## src/rtl/sc_lastregbackg_controller.sv

```systemverilog
// ============================================================================
// sc_lastregbackg_controller: FSM driving the last-row background register.
// Rev 1.0 - initial release
// ============================================================================
`default_nettype none

module sc_lastregbackg_controller #(
  parameter int DATAWIDTH = 8,
  parameter int TICK_DIV  = 25000000,
  parameter int CNT_WIDTH = 25
) (
  input  logic                 SC_LastRegBACKGTYPE_CLOCK_50,
  input  logic                 SC_LastRegBACKGTYPE_RESET_InHigh,
  input  logic                 SC_LastRegBACKGTYPE_start_InLow,
  input  logic                 SC_LastRegBACKGTYPE_frogArrive_InLow,
  input  logic [DATAWIDTH-1:0] SC_LastRegBACKGTYPE_lastpointreg_InBUS,
  output logic                 SC_LastRegBACKGTYPE_clear_OutLow,
  output logic                 SC_LastRegBACKGTYPE_load_OutLow,
  output logic [1:0]           SC_LastRegBACKGTYPE_shiftselection_Out,
  output logic [1:0]           SC_LastRegBACKGTYPE_transitioncounter_OutBUS,
  output logic                 SC_LastRegBACKGTYPE_LoadFinalRegister_OutLow,
  output logic                 SC_LastRegBACKGTYPE_levelDone_Out,
  output logic                 SC_LastRegBACKGTYPE_gameWin_Out
);

  localparam logic [2:0] c_idle    = 3'd0;
  localparam logic [2:0] c_clear   = 3'd1;
  localparam logic [2:0] c_load    = 3'd2;
  localparam logic [2:0] c_run     = 3'd3;
  localparam logic [2:0] c_final   = 3'd4;
  localparam logic [2:0] c_check   = 3'd5;
  localparam logic [2:0] c_nextlvl = 3'd6;
  localparam logic [2:0] c_win     = 3'd7;

  localparam logic [CNT_WIDTH-1:0] c_tick_last = CNT_WIDTH'(TICK_DIV - 1);
  localparam logic [1:0]           c_last_lvl  = 2'd3;

  logic [2:0]           r_state;
  logic [2:0]           w_next_state;
  logic [CNT_WIDTH-1:0] r_prescaler;
  logic [CNT_WIDTH-1:0] w_prescaler_next;
  logic [1:0]           r_level;
  logic [1:0]           w_level_next;
  logic                 r_clear_n;
  logic                 r_load_n;
  logic                 r_final_n;
  logic [1:0]           r_shift;
  logic                 r_level_done;
  logic                 r_win;
  logic                 w_clear_n;
  logic                 w_load_n;
  logic                 w_final_n;
  logic [1:0]           w_shift;
  logic                 w_level_done;
  logic                 w_win;
  logic                 w_tick;
  logic                 w_all_goals;

  assign w_tick      = (r_state == c_run) && (r_prescaler == c_tick_last);
  assign w_all_goals = &SC_LastRegBACKGTYPE_lastpointreg_InBUS;

  // Outputs are registered from the next-state decode so each strobe lines up
  // with the cycle the FSM spends in the corresponding state.
  always_ff @(posedge SC_LastRegBACKGTYPE_CLOCK_50 or posedge SC_LastRegBACKGTYPE_RESET_InHigh) begin
    if (SC_LastRegBACKGTYPE_RESET_InHigh) begin
      r_state      <= c_idle;
      r_prescaler  <= '0;
      r_level      <= 2'd0;
      r_clear_n    <= 1'b1;
      r_load_n     <= 1'b1;
      r_final_n    <= 1'b1;
      r_shift      <= 2'b00;
      r_level_done <= 1'b0;
      r_win        <= 1'b0;
    end else begin
      r_state      <= w_next_state;
      r_prescaler  <= w_prescaler_next;
      r_level      <= w_level_next;
      r_clear_n    <= w_clear_n;
      r_load_n     <= w_load_n;
      r_final_n    <= w_final_n;
      r_shift      <= w_shift;
      r_level_done <= w_level_done;
      r_win        <= w_win;
    end
  end

  always_comb begin
    w_next_state = r_state;
    case (r_state)
      c_idle:    if (!SC_LastRegBACKGTYPE_start_InLow) w_next_state = c_clear;
      c_clear:   w_next_state = c_load;
      c_load:    w_next_state = c_run;
      c_run: begin
        if (!SC_LastRegBACKGTYPE_start_InLow)           w_next_state = c_clear;
        else if (!SC_LastRegBACKGTYPE_frogArrive_InLow) w_next_state = c_final;
      end
      c_final:   w_next_state = c_check;
      c_check:   w_next_state = w_all_goals ? c_nextlvl : c_run;
      c_nextlvl: w_next_state = (r_level == c_last_lvl) ? c_win : c_load;
      c_win:     if (!SC_LastRegBACKGTYPE_start_InLow) w_next_state = c_clear;
      default:   w_next_state = c_idle;
    endcase
  end

  always_comb begin
    w_clear_n        = (w_next_state != c_clear);
    w_load_n         = (w_next_state != c_load);
    w_final_n        = (w_next_state != c_final);
    w_win            = (w_next_state == c_win);
    w_level_done     = (w_next_state == c_nextlvl) && (r_level != c_last_lvl);
    w_shift          = 2'b00;
    w_prescaler_next = r_prescaler;
    w_level_next     = r_level;

    // A tick only fires when RUN continues; leaving RUN freezes the count.
    if (r_state == c_load) begin
      w_prescaler_next = '0;
    end else if ((r_state == c_run) && (w_next_state == c_run)) begin
      if (w_tick) begin
        w_prescaler_next = '0;
        w_shift          = r_level[0] ? 2'b10 : 2'b01;
      end else begin
        w_prescaler_next = r_prescaler + CNT_WIDTH'(1);
      end
    end

    if (w_next_state == c_clear) begin
      w_level_next = 2'd0;
    end else if ((r_state == c_nextlvl) && (w_next_state == c_load)) begin
      w_level_next = r_level + 2'd1;
    end
  end

  assign SC_LastRegBACKGTYPE_clear_OutLow             = r_clear_n;
  assign SC_LastRegBACKGTYPE_load_OutLow              = r_load_n;
  assign SC_LastRegBACKGTYPE_shiftselection_Out       = r_shift;
  assign SC_LastRegBACKGTYPE_transitioncounter_OutBUS = r_level;
  assign SC_LastRegBACKGTYPE_LoadFinalRegister_OutLow = r_final_n;
  assign SC_LastRegBACKGTYPE_levelDone_Out            = r_level_done;
  assign SC_LastRegBACKGTYPE_gameWin_Out              = r_win;

endmodule

`default_nettype wire

```

## config.mk

```make
export PLATFORM = sky130hd
export DESIGN_NAME = sc_lastregbackg_controller
export DESIGN_NICKNAME = d
export VERILOG_FILES = /design/src/rtl/sc_lastregbackg_controller.sv
export SDC_FILE = /design/constraint.sdc
export NUM_CORES = 1
export LEC_CHECK = 0
export CAP_MARGIN = 20
export CORE_MARGIN = 2
export CORE_UTILIZATION = 55
export CTS_CLUSTER_DIAMETER = 50
export CTS_CLUSTER_SIZE = 10
export DETAILED_ROUTE_END_ITERATION = 10
export GPL_ROUTABILITY_DRIVEN = 0
export HOLD_SLACK_MARGIN = 0.02
export PLACE_DENSITY = 0.77
export SETUP_SLACK_MARGIN = 0.2
export SLEW_MARGIN = 30
export SYNTH_ARGS = -nofsm -noshare
export SYNTH_HDL_FRONTEND = slang
export SYNTH_SLANG_ARGS = --single-unit
```

## constraint.sdc

```tcl
create_clock -name SC_LastRegBACKGTYPE_CLOCK_50 -period 3.1 [get_ports SC_LastRegBACKGTYPE_CLOCK_50]
set_input_delay 0.93 -clock SC_LastRegBACKGTYPE_CLOCK_50 [delete_from_list [all_inputs] [get_ports SC_LastRegBACKGTYPE_CLOCK_50]]
set_output_delay 0.93 -clock SC_LastRegBACKGTYPE_CLOCK_50 [all_outputs]
set_load 0.01 [all_outputs]
```

==> key figures, run 1 <==
Synth
  • Dominant synthesized flop cell: sky130_fd_sc_hd__dfrtp_1
  • Yosys Warn Count: 0
  • Net count after synthesis: 242
  • Mean area per synthesized cell: 9.20 um^2
  • Distinct cell type count after synthesis: 50
  • EDFF count, synth: 0
  • Flip-flop and latch count after synthesis: 37
  • Instance count of the mapped netlist: 228
  • Area of the mapped netlist: 2100 um^2
  • Sequential cell area fraction in the yosys report: 44.3%
  • Share of flip-flops with an asynchronous set or reset: 100%

Routing
  • Top Metal Used: met4
  • Sum of met3 wire segment lengths after detailed routing: 265 um
  • Met2 wirelength from detailed routing: 2.07 mm
  • Average routed wire per standard cell: 15.6 um
  • Detailed Route Iter0 Violations: 151
  • DRT antenna net count: 0
  • Post-Route M1 WL: 2.25 mm
  • Count of TritonRoute iterations in the first routing pass: 4
  • Mean number of vias per cell: 6.03
  • DRC violations left: 0
  • Total number of vias: 1797
  • DRT Wirelength: 4.66 mm

Pwr
  • Lkg Pwr: 1.02 nW
  • Peak supply drop: 0.449 mV
  • Areal power density over the cells: 612 nW/um^2
  • Flop pwr share: 43.0%
  • Comb pwr share: 32.2%
  • P_int: 962 uW
  • Clock network fraction of design power: 24.8%
  • Switching pwr: 535 uW
  • Net switching share of the total power: 35.7%

Clock tree
  • H-tree levels: 2
  • Post-CTS setup buffer count: 0
  • Hold bufs inserted after CTS: 0
  • Number of sinks handled by clock tree synthesis: 37
  • Cell chosen for the clock root: sky130_fd_sc_hd__clkbuf_8
  • Clock transition at path regs: 0.07 ns
  • CTS Buf Count: 5
  • Insertion delay of the later-clocked pin in the worst-skew pair: 0.29 ns
  • Max clock buf depth: 2
  • Post-cts sizing count: 0
  • CTS tree: done

Die
  • Chip height: 65.7 um
  • Chip Width: 65.7 um
  • Std-Cell Rows: 22
  • Initial core utilization: 57.3%
  • Die area: 4320 um^2
  • I/O pins: 21
  • Standard cell core area: 3660 um^2

Global route
  • Via count of the first global-routing pass: 1724
  • Maximum number of pins on one net before global-route repair: 38
  • First-pass GRT wire length: 8.00 mm
  • Antenna violations before repair: 0
  • Global-route usage over all layers: 24.4%
  • Aggregate global routing overflow: 0

Critical path
  • Worst-path cell with the longest stage delay: sky130_fd_sc_hd__clkdlybuf4s50_1
  • Arrival time at the worst endpoint: 2.66 ns
  • Path type of the worst setup path: input port to flip-flop
  • Worst-path fanout max: 32
  • Req. time, crit path: 3.30 ns
  • Family with the most delay on the worst path: buffers and inverters
  • CP Launch Type: input port
  • Endpoint kind of the worst setup timing path: flip-flop
  • R2r endpoint: r_prescaler[24]
  • Path depth of the worst reg2reg path: 6
  • Setup slack on the worst flop-to-flop path: 0.89 ns
  • Reg-to-Reg Start: r_prescaler[0]
  • Crit-path cells: clkdlybuf4s50_1, and4b_1, nand2_1, a21oi_2, buf_12, nand2b_1, a31oi_1
  • Crit path buf inv count: 2
  • Crit path largest cell delay: 0.54 ns

Place
  • Post-place setup slack: 0.334 ns
  • Port Buf Inserts: 20
  • Area of placed instances: 2340 um^2
  • Detail Placement HPWL: 3.19 mm

STA
  • Sum of negative setup slack: 0 ns
  • Slack of the critical path: 0.641 ns
  • Unrepaired setup endpoints after global routing: false
  • Final setup skew: 0.0104 ns
  • Least-Margin Pin Slew: 0.615 ns
  • Final-report hold violation count: 0
  • Final period utilization: 79.3%
  • Highest clock rate: 0.407 GHz
  • Final min period: 2.46 ns
  • Final setup violation count: 0
  • Rel. slew slack: 58.6%
  • Max-slew violation total from the final report: 0

Job
  • Number of maximum-capacitance violations: 0

Cells and area
  • Total inserted antenna cells: 0
  • Final Cell Area: 2440 um^2
  • Layout-stage area growth over the synthesis result: 16.6%
  • Layout cells sized above 1: 9.60%
  • Total number of nets in the final design: 263

Min path
  • Endpoint of the worst hold path: r_prescaler[24]
  • Worst Hold Depth: 1
  • Launch instance of the worst min-delay path: r_prescaler[24]
  • Class of the tightest hold or removal check: flip-flop to flip-flop

Run status
  • Status: completed
[per-layer routing]
metal | track usage [%] | vias to the layer above
met1 | 33.9 | 844
met5 | 0 | -
li1 | - | 895
met2 | 36.2 | 50
met3 | 7.36 | 8
met4 | 8.59 | 0
[final cells by class]
| type | count | area, um^2 |
|---|---|---|
| multi-input cells | 174 | 1080 |
| flip-flops and latches | 37 | 930 |
| fillers | 296 | 1220 |
| inverters | 7 | 26.3 |
| well taps | 48 | 60.1 |
| clock buffers | 7 | 96.3 |
| clock inverters | 1 | 5.00 |
| repair buffers | 24 | 243 |
[cell usage in the layout, fill, tap and decap left out, drive strengths merged, types with 4 or more instances in the layout]
cell type / count
inv: 7
nand3: 11
nand2: 29
xnor2: 4
dfrtp: 34
a22o: 5
nor4: 7
and3: 5
o21ai: 10
nand2b: 6
nand4: 7
clkdlybuf4s50: 20
a31oi: 16
buf: 4
nor2: 14
nor3: 10
clkbuf: 7
a21oi: 10
[power groups by stage]
| stage | Sequential (mW) | Clock [mW] | Combinational (mW) |
|---|---|---|---|
| floorplan | 0.614 | 0 | 0.338 |
| CTS | 0.642 | 0.377 | 0.484 |
| global placement | 0.649 | 0 | 0.471 |
| global route | 0.656 | 0.393 | 0.540 |
| detailed placement | 0.650 | 0 | 0.479 |
| finish | 0.644 | 0.371 | 0.482 |
[through the flow]
stage	utilization, %	power, mW	hold WS (ns)	std cells
2_1_floorplan	-	0.952	0.442	228
3_3_place_gp	64.0	1.12	0.474	290
3_5_place_dp	64.0	1.13	0.471	290
4_1_cts	66.8	1.50	0.481	298
5_1_grt	66.8	1.59	0.514	298
6_report	66.8	1.50	0.488	298
[logic make-up (layout without fill, tap and decap cells)]
group	after synthesis	count (layout)	share of synthesized area [%]
adders and majority gates	2	2	1.19
xor gates and xnor gates	5	5	2.09
AOI/OAI and AO/OA	54	54	16.8
DFF	37	37	44.3
and+or+nand+nor	111	111	30.6
buffers and inverters	17	39	3.94
muxes	2	2	1.01
[state kept, by name, indices dropped and copies added, names as in the netlist]
| signal | count |
|---|---|
| SC_LastRegBACKGTYPE_transitioncounter_OutBUS | 2 |
| SC_LastRegBACKGTYPE_gameWin_Out | 1 |
| r_state | 3 |
| SC_LastRegBACKGTYPE_load_OutLow | 1 |
| SC_LastRegBACKGTYPE_LoadFinalRegister_OutLow | 1 |
| r_prescaler | 25 |
| SC_LastRegBACKGTYPE_clear_OutLow | 1 |
| SC_LastRegBACKGTYPE_levelDone_Out | 1 |
| SC_LastRegBACKGTYPE_shiftselection_Out | 2 |
[cell usage after synthesis, types with 3 or more instances]
library cell / n / area, um^2
sky130_fd_sc_hd__a22o_1: 5 / 43.8
sky130_fd_sc_hd__and4_1: 3 / 26.3
sky130_fd_sc_hd__buf_2: 3 / 15.0
sky130_fd_sc_hd__a31oi_1: 16 / 100
sky130_fd_sc_hd__nand2_1: 29 / 109
sky130_fd_sc_hd__xnor2_1: 4 / 35.0
sky130_fd_sc_hd__nand3b_1: 3 / 22.5
sky130_fd_sc_hd__nor2_1: 14 / 52.6
sky130_fd_sc_hd__dfstp_2: 3 / 78.8
sky130_fd_sc_hd__clkbuf_1: 4 / 15.0
sky130_fd_sc_hd__inv_1: 7 / 26.3
sky130_fd_sc_hd__nor3_1: 10 / 50.1
sky130_fd_sc_hd__dfrtp_1: 34 / 851
sky130_fd_sc_hd__nand4_1: 6 / 37.5
sky130_fd_sc_hd__nor4_1: 5 / 31.3
sky130_fd_sc_hd__o31ai_1: 3 / 22.5
sky130_fd_sc_hd__nand2b_1: 6 / 37.5
sky130_fd_sc_hd__and3_1: 5 / 31.3
sky130_fd_sc_hd__o21ai_0: 8 / 40.0
sky130_fd_sc_hd__a21oi_1: 9 / 45.0
sky130_fd_sc_hd__nand3_1: 11 / 55.1
sky130_fd_sc_hd__or3_1: 3 / 18.8
[how the worst max path moves through the flow]
stage / depth (start not counted) / from / slack, ns / end
2_1_floorplan: 5 / SC_LastRegBACKGTYPE_frogArrive_InLow / 1.06 / SC_LastRegBACKGTYPE_transitioncounter_OutBUS[0]
6_report: 7 / SC_LastRegBACKGTYPE_start_InLow / 0.64 / r_prescaler[11]
3_3_place_gp: 6 / SC_LastRegBACKGTYPE_start_InLow / 0.40 / SC_LastRegBACKGTYPE_transitioncounter_OutBUS[0]
3_5_place_dp: 6 / SC_LastRegBACKGTYPE_start_InLow / 0.33 / r_prescaler[4]
4_1_cts: 7 / SC_LastRegBACKGTYPE_start_InLow / 0.65 / r_prescaler[11]
5_1_grt: 5 / SC_LastRegBACKGTYPE_start_InLow / 0.46 / SC_LastRegBACKGTYPE_levelDone_Out
(Power assumes the default switching activity.)
==> run 2: changes to the inputs <==
- clock period: 3.1 -> 2.4 ns (I/O delays scaled with it)
==> key figures, run 2 (same netlist as run 1, synthesis figures left out) <==
Cells and area
  • Most common cell after layout, fill and taps aside: sky130_fd_sc_hd__dfrtp_1
  • Total number of nets in the final design: 278 (+5.7%)
  • Layout cells sized above 1: 16.6% (+7.0 points)
  • Most frequent cells in the layout: 34 x sky130_fd_sc_hd__dfrtp_1, 29 x sky130_fd_sc_hd__nand2_1, 20 x sky130_fd_sc_hd__clkdlybuf4s50_1, 18 x sky130_fd_sc_hd__buf_4, 15 x sky130_fd_sc_hd__a31oi_1
  • Total inserted antenna cells: 0 (unchanged)
  • Register name with the most flops: r_prescaler
  • Final Cell Area: 2590 um^2 (+6.0%)
  • Reg area: 930 um^2 (unchanged)
  • Filler cell count in the final layout: 288 (-2.7%)
  • Multi-input gate area in the final layout: 1110 um^2 (+2.7%)
  • Leading registers by flop count: r_prescaler (25), r_state (3)
  • Layout-stage area growth over the synthesis result: 23.6%
  • Flip-flop count of the largest register after layout: 25 (unchanged)

Global route
  • Antenna violations before repair: 0 (unchanged)
  • Global-route usage over all layers: 25.0% (+0.60 points)
  • Aggregate global routing overflow: 0 (unchanged)
  • Via count of the first global-routing pass: 1699 (-1.5%)
  • First-pass GRT wire length: 8.12 mm (+1.6%)
  • Maximum number of pins on one net before global-route repair: 38 (unchanged)

Critical path
  • Crit path buf inv count: 1 (-1)
  • Crit path largest cell delay: 0.55 ns (about the same)
  • Req. time, crit path: 2.58 ns (-0.72 ns)
  • Endpoint kind of the worst setup timing path: flip-flop
  • Worst-path cell with the longest stage delay: sky130_fd_sc_hd__or4b_4
  • Worst-path fanout max: 7 (-78%)
  • Crit-path cells: or4b_4, nor4_4, a21oi_2, buf_4, and3_1, a221o_1
  • Path depth of the worst reg2reg path: 6 (unchanged)
  • CP Launch Type: flip-flop
  • R2r endpoint: r_prescaler[14]
  • Path type of the worst setup path: flip-flop to flip-flop
  • Arrival time at the worst endpoint: 2.30 ns (-0.36 ns)
  • Reg-to-Reg Start: r_prescaler[8]
  • Setup slack on the worst flop-to-flop path: 0.28 ns (-0.61 ns)
  • Family with the most delay on the worst path: simple AND/OR/NAND/NOR gates

Place
  • Port Buf Inserts: 20 (unchanged)
  • Detail Placement HPWL: 3.30 mm (+3.6%)
  • Area of placed instances: 2430 um^2 (+3.6%)

Min path
  • Class of the tightest hold or removal check: flip-flop to flip-flop
  • Worst Hold Depth: 1 (unchanged)
  • Endpoint of the worst hold path: r_prescaler[24]
  • Launch instance of the worst min-delay path: r_prescaler[24]

STA
  • Worst Hold Slack: 0.478 ns (-0.00956 ns)
  • Final setup violation count: 0 (unchanged)
  • Final-report hold violation count: 0 (unchanged)
  • Final min period: 2.12 ns
  • Final period utilization: 88.3%
  • Highest clock rate: 0.472 GHz
  • Rel. slew slack: 69.8% (+11 points)
  • Max-slew violation total from the final report: 0 (unchanged)
  • Final setup skew: 0.00913 ns (-0.00131 ns)
  • Unrepaired setup endpoints after global routing: true
  • Least-Margin Pin Slew: 0.454 ns (-0.161 ns)

Die
  • I/O pins: 21 (unchanged)
  • Initial core utilization: 57.3% (unchanged)
  • Chip Width: 65.7 um (unchanged)
  • Die area: 4320 um^2 (unchanged)
  • Std-Cell Rows: 22 (unchanged)
  • Chip height: 65.7 um (unchanged)
  • Standard cell core area: 3660 um^2 (unchanged)

Job
  • Number of maximum-capacitance violations: 0 (unchanged)

Routing
  • Mean number of vias per cell: 5.97 (-0.92%)
  • Total number of vias: 1870 (+4.1%)
  • Average routed wire per standard cell: 15.1 um (-3.4%)
  • DRT Wirelength: 4.73 mm (+1.4%)
  • Detailed Route Iter0 Violations: 153 (+1.3%)
  • DRT antenna net count: 0 (unchanged)
  • DRC violations left: 0 (unchanged)
  • Count of TritonRoute iterations in the first routing pass: 4 (unchanged)

Clock tree
  • H-tree levels: 2 (unchanged)
  • Clock transition at path regs: 0.08 ns (about the same)
  • CTS tree: done
  • Insertion delay of the later-clocked pin in the worst-skew pair: 0.29 ns (about the same)
  • Hold bufs inserted after CTS: 0 (unchanged)
  • Cell chosen for the clock root: sky130_fd_sc_hd__clkbuf_8
  • Number of sinks handled by clock tree synthesis: 37 (unchanged)
  • CTS Buf Count: 5 (unchanged)
  • Max clock buf depth: 2 (unchanged)

Pwr
  • Post-layout total power: 2.12 mW (+41%)
  • Lkg Pwr: 1.10 nW (+8.2%)
  • Areal power density over the cells: 816 nW/um^2 (+33%)
  • Peak supply drop: 0.787 mV (+75%)

Run status
  • Status: completed
[run 2: layout make-up]
type	count	area share, %
Multi-Input combinational cell	174	43.0
Sequential cell	37	35.9
Timing Repair Buffer	39	13.4
Clock buffer	7	3.33
Tap cell	48	2.32
Clock inverter	1	1.16
Inverter	7	1.01
[run 2: how the worst max path moves through the flow]
stage / start / to / cells after the start / slack (ns)
floorplan: r_prescaler[8] / r_prescaler[14] / 5 / 0.46
global placement: SC_LastRegBACKGTYPE_start_InLow / r_prescaler[22] / 7 / -0.08
detailed placement: SC_LastRegBACKGTYPE_start_InLow / r_prescaler[18] / 7 / -0.13
CTS: SC_LastRegBACKGTYPE_start_InLow / SC_LastRegBACKGTYPE_levelDone_Out / 5 / 0.22
global route: SC_LastRegBACKGTYPE_start_InLow / r_prescaler[8] / 8 / 0.17
finish: r_prescaler[8] / r_prescaler[14] / 6 / 0.28
[run 2: where the power goes]
group          switching (mW)  leakage [nW]  total (mW)  internal (mW)
Combinational           0.381         0.549       0.730          0.349
Sequential              0.122         0.496       0.831          0.708
Clock                   0.217        0.0585       0.556          0.339
Total                   0.720          1.10        2.12           1.40
[run 2: per-stage QoR]
step	util, %	worst slack [ns]	cells	TNS, ns
finish	70.8	0.281	313	0
global route	70.8	0.171	313	0
CTS	69.6	0.223	311	0
detailed placement	66.3	-0.134	303	-0.810
global placement	66.3	-0.0797	303	-0.363
floorplan	-	0.462	228	0
[run 2: routing by layer]
layer | wire length, um | vias to the layer above | share of wire [%] | track usage (%)
met5 | 0 | - | 0 | 0
met4 | 55 | 0 | 1.2 | 7.29
met3 | 204 | 6 | 4.3 | 6.16
met2 | 2180 | 38 | 46 | 36.6
met1 | 2280 | 899 | 48 | 36.7
li1 | - | 927 | - | -
[run 2: worst register-to-register path, cell delays in order, from the launching register on]
cell,delay [ns]
sky130_fd_sc_hd__dfrtp_1,0.45
sky130_fd_sc_hd__or4b_4,0.55
sky130_fd_sc_hd__nor4_4,0.32
sky130_fd_sc_hd__a21oi_2,0.12
sky130_fd_sc_hd__buf_4,0.17
sky130_fd_sc_hd__and3_1,0.16
sky130_fd_sc_hd__a221o_1,0.25
[run 2: what timing repair did]
action,4_1_cts,5_1_grt
gates resized for setup,2,8
setup buffers,0,2
setup endpoints to repair,5,10
gates cloned,0,0
pin swaps,1,1
